<file path="config.mk">
export PLATFORM = sky130hd
export DESIGN_NAME = control_sequencer
export DESIGN_NICKNAME = d
export VERILOG_FILES = /design/src/rtl/ctrl_pkg.sv /design/src/rtl/reg_field_decoder.sv /design/src/rtl/control_sequencer.sv
export SDC_FILE = /design/constraint.sdc
export NUM_CORES = 1
export LEC_CHECK = 0
export CORE_AREA = 2 2 67 69
export DETAILED_ROUTE_END_ITERATION = 7
export DIE_AREA = 0 0 69 71
export GPL_TIMING_DRIVEN = 0
export PLACE_DENSITY_LB_ADDON = 0.12
export REMOVE_ABC_BUFFERS = 1
export SLEW_MARGIN = 15
export SYNTH_ARGS = -nofsm -noshare
export SYNTH_HDL_FRONTEND = slang
export SYNTH_SLANG_ARGS = --single-unit
</file>
<file path="constraint.sdc">
create_clock -name clock -period 9.9 [get_ports clock]
set_clock_uncertainty 0.15 [all_clocks]
set_input_delay 1.98 -clock clock [delete_from_list [all_inputs] [get_ports clock]]
set_output_delay 1.98 -clock clock [all_outputs]
set_load 0.01 [all_outputs]
</file>
<file path="src/rtl/ctrl_pkg.sv">
// rtl/ctrl_pkg.sv - opcodes, IR field positions, sequencer states and opcode classes
package ctrl_pkg;

    localparam logic [4:0] OP_ADD  = 5'b00011;
    localparam logic [4:0] OP_SUB  = 5'b00100;
    localparam logic [4:0] OP_AND  = 5'b00101;
    localparam logic [4:0] OP_OR   = 5'b00110;
    localparam logic [4:0] OP_SHR  = 5'b00111;
    localparam logic [4:0] OP_SHRA = 5'b01000;
    localparam logic [4:0] OP_SHL  = 5'b01001;
    localparam logic [4:0] OP_ROR  = 5'b01010;
    localparam logic [4:0] OP_ROL  = 5'b01011;
    localparam logic [4:0] OP_MUL  = 5'b01111;
    localparam logic [4:0] OP_DIV  = 5'b10000;
    localparam logic [4:0] OP_NEG  = 5'b10001;
    localparam logic [4:0] OP_NOT  = 5'b10010;
    localparam logic [4:0] OP_MFHI = 5'b10111;
    localparam logic [4:0] OP_MFLO = 5'b11000;
    localparam logic [4:0] OP_NOP  = 5'b11001;
    localparam logic [4:0] OP_HALT = 5'b11010;

    localparam logic [4:0] ALU_INC = 5'b11111;

    localparam int OPC_HI = 31;
    localparam int OPC_LO = 27;
    localparam int RA_HI  = 26;
    localparam int RA_LO  = 23;
    localparam int RB_HI  = 22;
    localparam int RB_LO  = 19;
    localparam int RC_HI  = 18;
    localparam int RC_LO  = 15;

    typedef enum logic [3:0] {
        IDLE, T0, T1, T2, T3, T4, T5, T6, HALT
    } state_e;

    typedef enum logic [2:0] {
        C_ALU, C_MULDIV, C_UNARY, C_MFHI, C_MFLO, C_NOP, C_HALT, C_BAD
    } class_e;

    function automatic class_e classify(input logic [4:0] opc);
        case (opc)
            OP_ADD, OP_SUB, OP_AND, OP_OR, OP_SHR,
            OP_SHRA, OP_SHL, OP_ROR, OP_ROL: return C_ALU;
            OP_MUL, OP_DIV:                  return C_MULDIV;
            OP_NEG, OP_NOT:                  return C_UNARY;
            OP_MFHI:                         return C_MFHI;
            OP_MFLO:                         return C_MFLO;
            OP_NOP:                          return C_NOP;
            OP_HALT:                         return C_HALT;
            default:                         return C_BAD;
        endcase
    endfunction

endpackage

</file>
<file path="src/rtl/reg_field_decoder.sv">
// rtl/reg_field_decoder.sv - 4-bit register field to one-hot R0..R15 strobe
module reg_field_decoder (
    input  logic [3:0]  field_i,
    input  logic        en_i,
    output logic [15:0] onehot_o
);

    assign onehot_o = en_i ? (16'd1 << field_i) : 16'd0;

endmodule

</file>
<file path="src/rtl/control_sequencer.sv">
// rtl/control_sequencer.sv - hardwired fetch/execute sequencer; CTRL_PERF_CNT_EN adds perf counters
import ctrl_pkg::*;

module control_sequencer #(
    parameter int WAIT_LIMIT = 255,
    parameter int IR_W       = 32
) (
    input  logic            clock,
    input  logic            clear,
    input  logic            run,
    input  logic [IR_W-1:0] ir,
    input  logic            mem_ready,
    output logic [15:0]     gpr_out,
    output logic [15:0]     gpr_in,
    output logic            PCout,
    output logic            RZHIout,
    output logic            RZLOout,
    output logic            HIout,
    output logic            LOout,
    output logic            MDRout,
    output logic            MARin,
    output logic            PCin,
    output logic            IRin,
    output logic            RYin,
    output logic            RZin,
    output logic            HIin,
    output logic            LOin,
    output logic            MDRin,
    output logic            Read,
    output logic [4:0]      ops,
    output logic            busy,
    output logic            halted,
    output logic            illegal,
    output logic            bus_err
`ifdef CTRL_PERF_CNT_EN
    ,
    output logic [31:0]     instr_count,
    output logic [31:0]     cycle_count
`endif
);

    localparam int WW = $clog2(WAIT_LIMIT + 1);
    localparam logic [WW-1:0] WAIT_LAST = WW'(WAIT_LIMIT - 1);

    state_e        state_q, state_d;
    logic [WW-1:0] wait_q, wait_d;
    logic          illegal_q, illegal_d;
    logic          bus_err_q, bus_err_d;
    logic          gout_en, gin_en, last_step;
    logic [3:0]    gout_sel, gin_sel;
    logic [3:0]    ra, rb, rc;
    logic [4:0]    opc;
    class_e        cls;
    logic          unused_ir_bits;

    assign opc = ir[OPC_HI:OPC_LO];
    assign ra  = ir[RA_HI:RA_LO];
    assign rb  = ir[RB_HI:RB_LO];
    assign rc  = ir[RC_HI:RC_LO];
    assign cls = classify(opc);
    assign unused_ir_bits = ^ir[RC_LO-1:0];

    // State register, fetch wait counter and sticky fault flags
    always_ff @(posedge clock) begin
        if (clear) begin
            state_q   <= IDLE;
            wait_q    <= '0;
            illegal_q <= 1'b0;
            bus_err_q <= 1'b0;
        end else begin
            state_q   <= state_d;
            wait_q    <= wait_d;
            illegal_q <= illegal_d;
            bus_err_q <= bus_err_d;
        end
    end

    // Next state plus Moore strobe decode from state and the latched IR
    always_comb begin
        state_d   = state_q;
        wait_d    = wait_q;
        illegal_d = illegal_q;
        bus_err_d = bus_err_q;
        gout_en   = 1'b0;
        gout_sel  = rb;
        gin_en    = 1'b0;
        gin_sel   = ra;
        last_step = 1'b0;
        PCout = 1'b0; RZHIout = 1'b0; RZLOout = 1'b0; HIout = 1'b0; LOout = 1'b0; MDRout = 1'b0;
        MARin = 1'b0; PCin = 1'b0; IRin = 1'b0; RYin = 1'b0; RZin = 1'b0;
        HIin = 1'b0; LOin = 1'b0; MDRin = 1'b0; Read = 1'b0;
        ops    = 5'd0;
        halted = 1'b0;
        case (state_q)
            IDLE: if (run) state_d = T0;
            T0: begin
                PCout = 1'b1; MARin = 1'b1; ops = ALU_INC; RZin = 1'b1;
                state_d = T1;
            end
            T1: begin
                RZLOout = 1'b1; PCin = 1'b1; Read = 1'b1; MDRin = 1'b1;
                if (mem_ready) begin
                    state_d = T2;
                    wait_d  = '0;
                end else if (wait_q == WAIT_LAST) begin
                    bus_err_d = 1'b1;
                    state_d   = HALT;
                    wait_d    = '0;
                end else begin
                    wait_d = wait_q + 1'b1;
                end
            end
            T2: begin
                MDRout = 1'b1; IRin = 1'b1;
                state_d = T3;
            end
            T3: begin
                state_d = T4;
                case (cls)
                    C_ALU:    begin gout_en = 1'b1; RYin = 1'b1; end
                    C_MULDIV: begin gout_en = 1'b1; gout_sel = ra; RYin = 1'b1; end
                    C_UNARY:  begin gout_en = 1'b1; ops = opc; RZin = 1'b1; end
                    C_MFHI:   begin HIout = 1'b1; gin_en = 1'b1; last_step = 1'b1; end
                    C_MFLO:   begin LOout = 1'b1; gin_en = 1'b1; last_step = 1'b1; end
                    C_NOP:    last_step = 1'b1;
                    C_HALT:   state_d = HALT;
                    default: begin
                        illegal_d = 1'b1;
                        state_d   = HALT;
                    end
                endcase
            end
            T4: begin
                state_d = T5;
                case (cls)
                    C_ALU:    begin gout_en = 1'b1; gout_sel = rc; ops = opc; RZin = 1'b1; end
                    C_MULDIV: begin gout_en = 1'b1; ops = opc; RZin = 1'b1; end
                    C_UNARY:  begin RZLOout = 1'b1; gin_en = 1'b1; last_step = 1'b1; end
                    default:  state_d = IDLE;
                endcase
            end
            T5: begin
                state_d = T6;
                case (cls)
                    C_ALU:    begin RZLOout = 1'b1; gin_en = 1'b1; last_step = 1'b1; end
                    C_MULDIV: begin RZLOout = 1'b1; LOin = 1'b1; end
                    default:  state_d = IDLE;
                endcase
            end
            T6: begin
                RZHIout = 1'b1; HIin = 1'b1; last_step = 1'b1;
            end
            HALT: halted = 1'b1;
            default: state_d = IDLE;
        endcase
        if (last_step) state_d = run ? T0 : IDLE;
    end

    assign busy    = (state_q != IDLE) && (state_q != HALT);
    assign illegal = illegal_q;
    assign bus_err = bus_err_q;

    reg_field_decoder u_gpr_out (.field_i(gout_sel), .en_i(gout_en), .onehot_o(gpr_out));
    reg_field_decoder u_gpr_in  (.field_i(gin_sel),  .en_i(gin_en),  .onehot_o(gpr_in));

`ifdef CTRL_PERF_CNT_EN
    logic        instr_done;
    logic [31:0] instr_q, cycle_q;

    assign instr_done = last_step || ((state_q == T3) && ((cls == C_HALT) || (cls == C_BAD)));

    // Retired-instruction and busy-cycle counters, free-running wrap
    always_ff @(posedge clock) begin
        if (clear) begin
            instr_q <= 32'd0;
            cycle_q <= 32'd0;
        end else begin
            if (instr_done) instr_q <= instr_q + 32'd1;
            if (busy)       cycle_q <= cycle_q + 32'd1;
        end
    end

    assign instr_count = instr_q;
    assign cycle_count = cycle_q;
`endif

endmodule

</file>
# [After elaboration in Yosys (flattened, before gate mapping)]
# Memories as Yosys holds them, arrays and structs flattened.
# Index checks and enable logic that the tools add are counted.
[classes] n_bitwise=2 n_addsub=1 n_eq_ne=19 muxes=42 n_reduce_logical=14 shifts=2
[ops] operator="two-way mux 16 bit" count=2
[ops] operator="case mux 4 bit (8 select lines)" count=1
[ops] operator="<< shifter 1 x 4 -> 16 bit (first input constant)" count=2
[ops] operator="two-way mux 4 bit" count=7
[ops] operator="two-way mux 1 bit" count=19
[ops] operator="== test 4 x 3 -> 1 bit (second input constant)" count=4
[ops] operator="two-way mux 8 bit" count=2
[ops] operator="case mux 5 bit (3 select lines)" count=1
[ops] operator="two-way mux 5 bit" count=2
[ops] operator="== test 3 bit (second input constant)" count=3
[ops] operator="case mux 1 bit (3 select lines)" count=3
[ops] operator="adder 8 x 1 -> 8 bit (second input constant)" count=1
[ops] operator="== test 4 x 2 -> 1 bit (second input constant)" count=2
[ops] operator="== test 8 bit (second input constant)" count=1
[ops] operator="inequality test 4 bit (second input constant)" count=2
[ops] operator="case mux 4 bit (2 select lines)" count=1
[ops] operator="OR reduction 7 bit" count=1
[ops] operator="== test 3 x 2 -> 1 bit (second input constant)" count=2
[ops] operator="two-way mux 3 bit" count=2
[ops] operator="AND reduction 3 bit" count=2
[ops] operator="OR reduction 2 bit" count=3
[ops] operator="OR reduction 3 bit" count=2
[ops] operator="OR reduction 6 bit" count=1
[ops] operator="== test 4 x 1 -> 1 bit (second input constant)" count=1
[ops] operator="12 further kinds" count=13
[totals] reg_bits=14 word_cells=85 mem_count=1 inputBits=36 mem_bits_ro=96 output_inout_bits=56
[memory_table] name="(name not given)" words=32 width=3 rd=1 rd_ports_with_merged_regs=0 write_ports=0 line_no="ctrl_pkg.sv:42" text="case (opc)"

# [Longest topological paths before layout]
# An unclocked memory read counts as a cell.
[logic_depth] depth_word=7 ltp_mapped=10 depth_no_buf=9

# [Cells and area by module]
# From an unflattened synthesis, not the netlist that was laid out.
[hier_totals] cells_unflattened=259 area_unflattened_um2=1845.5
[by_module_without_submodules] module="control_sequencer" area_each_um2=1605.3 cells_per_inst=213 n_inst=1 seq_area_each_um2=280.3
[by_module_without_submodules] module="reg_field_decoder" area_each_um2=120.1 cells_per_inst=23 n_inst=2 seq_area_each_um2=0.0

# [Least setup slack after synthesis]
# OpenSTA, ideal clock, no wires.
[synth_timing] kind="input to output" from="in ir[27]" to="out gpr_out[15]" stages=8 arrival_ps=4133 t_required_ps=7770 path_slack_ps=3637 path_buffers=0 path_cell_list="ha_1 > or4_4 > o311ai_4 > o21ai_4 > mux2_4 > a311oi_4 > o21ai_1 > nor4_1"
[synth_between] elab_chain_len=6 elab_cells_between_ends=14 cone_classes="eq/ne: 2; shift: 1; mux: 7; reduce/logical: 3; memory: 1"
[synth_lines] element="start: declaration" line_no="control_sequencer.sv:11" text="input logic [IR_W-1:0] ir,"
[synth_lines] element="memory read (32 x 3 bit) *"
[synth_lines] element="== test 3 x 1 -> 1 bit, or another cell as far along" line_no="control_sequencer.sv:119, control_sequencer.sv:135"
[synth_lines] element="OR reduction 3 bit (no line), or another cell as far along"
[synth_lines] element="two-way mux 1 bit, or another cell as far along" line_no="control_sequencer.sv:119" text="case (cls)"
[synth_lines] element="case mux 1 bit (2 select lines) or << shifter 1 x 4 -> 16 bit (tied branches)" line_no="control_sequencer.sv:94, reg_field_decoder.sv:8"
[synth_lines] element="two-way mux 16 bit *" line_no="reg_field_decoder.sv:8" text="assign onehot_o = en_i ? (16'd1 << field_i) : 16'd0;"
[synth_lines] element="end: declaration" line_no="control_sequencer.sv:13" text="output logic [15:0] gpr_out,"
# Mark *: on every way between the ends. The rest lies on a longest branch, timed or not.

# [Final worst setup path]
[layout_timing] from="in ir[27]" to="out gpr_out[5]"
# Same word-level chain as after synthesis.

==> results_dict.tcl <==
set metrics [dict create \
    clock_latency_ns 0.24 \
    post-route-period-util_pct 76.0 \
    crit_path_start "ir[27]" \
    hold_violations 0 \
    syn_inst 260 \
    r2r_cells 4 \
    num_rows 24 \
    cp_top_family "simple AND/OR/NAND/NOR gates" \
    combPwrFrac_pct 51.7 \
    rsz0062_at_grt "no" \
    fillers 437 \
    dp_hpwl_mm 3.78 \
    cts_htree_levels 1 \
    syn_to_final_growth_pct 44.3 \
    slew_headroom_pct 36.7 \
    overflow 0 \
    finalWeightedCongestion 0.856 \
    design.core.area_mm2 0.00420 \
    start_util_pct 42.5 \
    ant_nets 0 \
    p_seq_share_pct 27.0 \
    avgViaCountPerCell 5.50 \
    synth_cell_types 58 \
    p_int_mw 0.159 \
    drtPass1Iterations 4 \
    worst_ep_arrival_time_ns 5.40 \
    hold_path.class "reg2reg" \
    slowest_stage "clkdlybuf4s50_1" \
    ys_ff_latch 14 \
    leakagePower_nw 0.962 \
    ys.flop_type "dfxtp_1" \
    rr_startpoint "state_q[0]" \
    p_per_area_mw_per_mm2 101 \
    nNetsFinal 365 \
    critPathLaunchType "input port" \
    syn_area_per_cell_um2 6.87 \
    root_buffer "clkbuf_8" \
    reg2reg_slack_ns 7.30 \
    vdd_drop_max_v 0.000134 \
    criticalPathCategory "in2out" \
    clk_pin_slew_ns 0.06 \
    wl_per_cell_um 13.5 \
    routed_wl_mm 5.05 \
    grt.total_usage_pct 20.2 \
    die-area_mm2 0.00490 \
    postCtsSetupBuffers 0 \
    p_clk_share_pct 21.3 \
    die_h_um 71 \
    min_from "bus_err" \
    finish.utilization_pct 61.3 \
    required_ns 7.77 \
    drt_iter0_markers 76 \
    tightest_slew_ns 0.943 \
    ioPinCount 92 \
    drive_gt1_share_pct 7.43 \
    holdBufCountCts 0 \
    grt_pass1_vias 1831 \
    crit_top_cell "clkdlybuf4s50_1" \
    synthArstFlopShare_pct 0 \
    drc 0 \
    synth_edf_count 0 \
    critPathMaxFanout 6 \
    synth_area_mm2 0.00179 \
    final_cell_mix "76 x clkdlybuf4s50_1, 47 x nor2_1, 21 x nand2_1" \
    cts_tree "done" \
    crit_path_end_kind "output port" \
    cts_buffer_depth 2 \
    mostFrequentLayoutCell "clkdlybuf4s50_1" \
    die_x_um 69 \
    max_freq_mhz 133 \
    rr_endpoint "wait_q[4]" \
    vias 2063 \
    numCtsBuffers 3 \
    hold_depth 2 \
    maxSlewViolCount 0 \
    clock-sinks 14 \
    diodes 0 \
    crit_buf_inv 3 \
    cts_resized 0 \
    outcome "finished clean" \
    port_buffers 76 \
    antenna_found_initial 0 \
    fin_setup_tns_ns 0 \
    holdPathEnd "bus_err" \
    grt_first_pass_wirelength_mm 8.43 \
    grt_max_degree 22 \
    power_switching_mw 0.102 \
    ys.warnings.count 0 \
    finalCriticalPeriod_ns 7.53 \
    setup_viol 0 \
    yosysSeqAreaShare_pct 15.7 \
    swShare_pct 39.1 \
    cpPeakStageDelay_ns 0.56 \
    worstPathCellList "clkdlybuf4s50_1 > inv_1 > ha_1 > nor2b_1 > o311a_2 > nand3_2 > o21ai_1 > a311oi_4 > nor4_1 > nor3b_1 > clkdlybuf4s50_1" \
    maxCapViolations 0 \
]
[flip-flops by register name, indices dropped and copies added, names as in the netlist]
register,count
state_q,4
wait_q,8
illegal,1
bus_err,1
[metrics by stage]
stage	hold slack, ns	power (mW)	setup WS (ns)	cell area, um^2	cells
floorplan	0.302	0.145	3.64	1700	243
global placement	0.300	0.204	2.49	2520	371
detailed placement	0.308	0.204	2.41	2520	371
CTS	0.321	0.261	2.40	2580	375
global route	0.333	0.280	2.15	2580	375
finish	0.316	0.261	2.37	2580	375
[cells by family after synthesis]
| group | Yosys count | synth area share (%) |
|---|---|---|
| fa+ha+maj | 5 | 3.50 |
| simple gates | 150 | 46.7 |
| flops | 14 | 15.7 |
| mux | 3 | 1.96 |
| compound gates | 61 | 25.1 |
| buf+inv | 27 | 7.07 |
[cell type report]
class / instances / area [um^2] / share of cell area (%)
repair buffers: 76 / 761 / 29.5
clock buffers: 4 / 55.1 / 2.13
inverters: 10 / 37.5 / 1.46
multi-input cells: 219 / 1380 / 53.5
well taps: 52 / 65.1 / 2.52
flip-flops and latches: 14 / 280 / 10.9
[power by group through the flow]
stage | Sequential (mW) | Combinational [mW] | Clock (mW)
floorplan | 0.0684 | 0.0769 | 0
global placement | 0.0711 | 0.132 | 0
detailed placement | 0.0712 | 0.133 | 0
CTS | 0.0701 | 0.135 | 0.0563
global route | 0.0715 | 0.148 | 0.0600
finish | 0.0704 | 0.135 | 0.0554
[worst max path at each step]
stage	endpoint	cells after the start
floorplan	gpr_out[15]	8
global placement	gpr_out[5]	11
detailed placement	gpr_out[5]	11
CTS	gpr_out[5]	11
global route	gpr_out[5]	11
finish	gpr_out[5]	11
[worst reg2reg max path, delay by kind of cell (launching register included)]
| kind | cells | cell delay, ns |
|---|---|---|
| AND/OR/NAND/NOR | 3 | 1.70 |
| flip-flops | 1 | 0.53 |
| AO/OA/AOI/OAI | 1 | 0.14 |
[metal layers]
| metal | up-vias | routed length, um | track usage [%] |
|---|---|---|---|
| met1 | 921 | 2530 | 28.8 |
| met4 | 0 | 36 | 3.05 |
| met3 | 7 | 324 | 3.99 |
| li1 | 1056 | - | - |
| met2 | 79 | 2160 | 32.2 |
| met5 | - | 0 | 0 |
[cells in the mapped netlist, types with 3 or more instances]
master,count,area share (%)
a21o_1,3,1.3
a21oi_1,16,4.5
and2_1,4,1.4
and3_1,6,2.1
and3b_1,5,2.5
buf_2,5,1.4
buf_4,5,2.1
clkbuf_1,7,1.5
dfxtp_1,14,16
ha_1,5,3.5
inv_1,10,2.1
nand2_1,21,4.4
nand2b_1,5,1.8
nand3_1,9,2.5
nand3b_1,3,1.3
nor2_1,47,9.9
nor2b_1,8,2.8
nor3_1,12,3.4
nor3b_1,3,1.3
nor4_1,4,1.4
o211ai_1,4,1.7
o21ai_0,11,3.1
o21ai_1,5,1.4
o31ai_1,4,1.7
or3_1,6,2.1
Power figures use the tool's default switching activity.
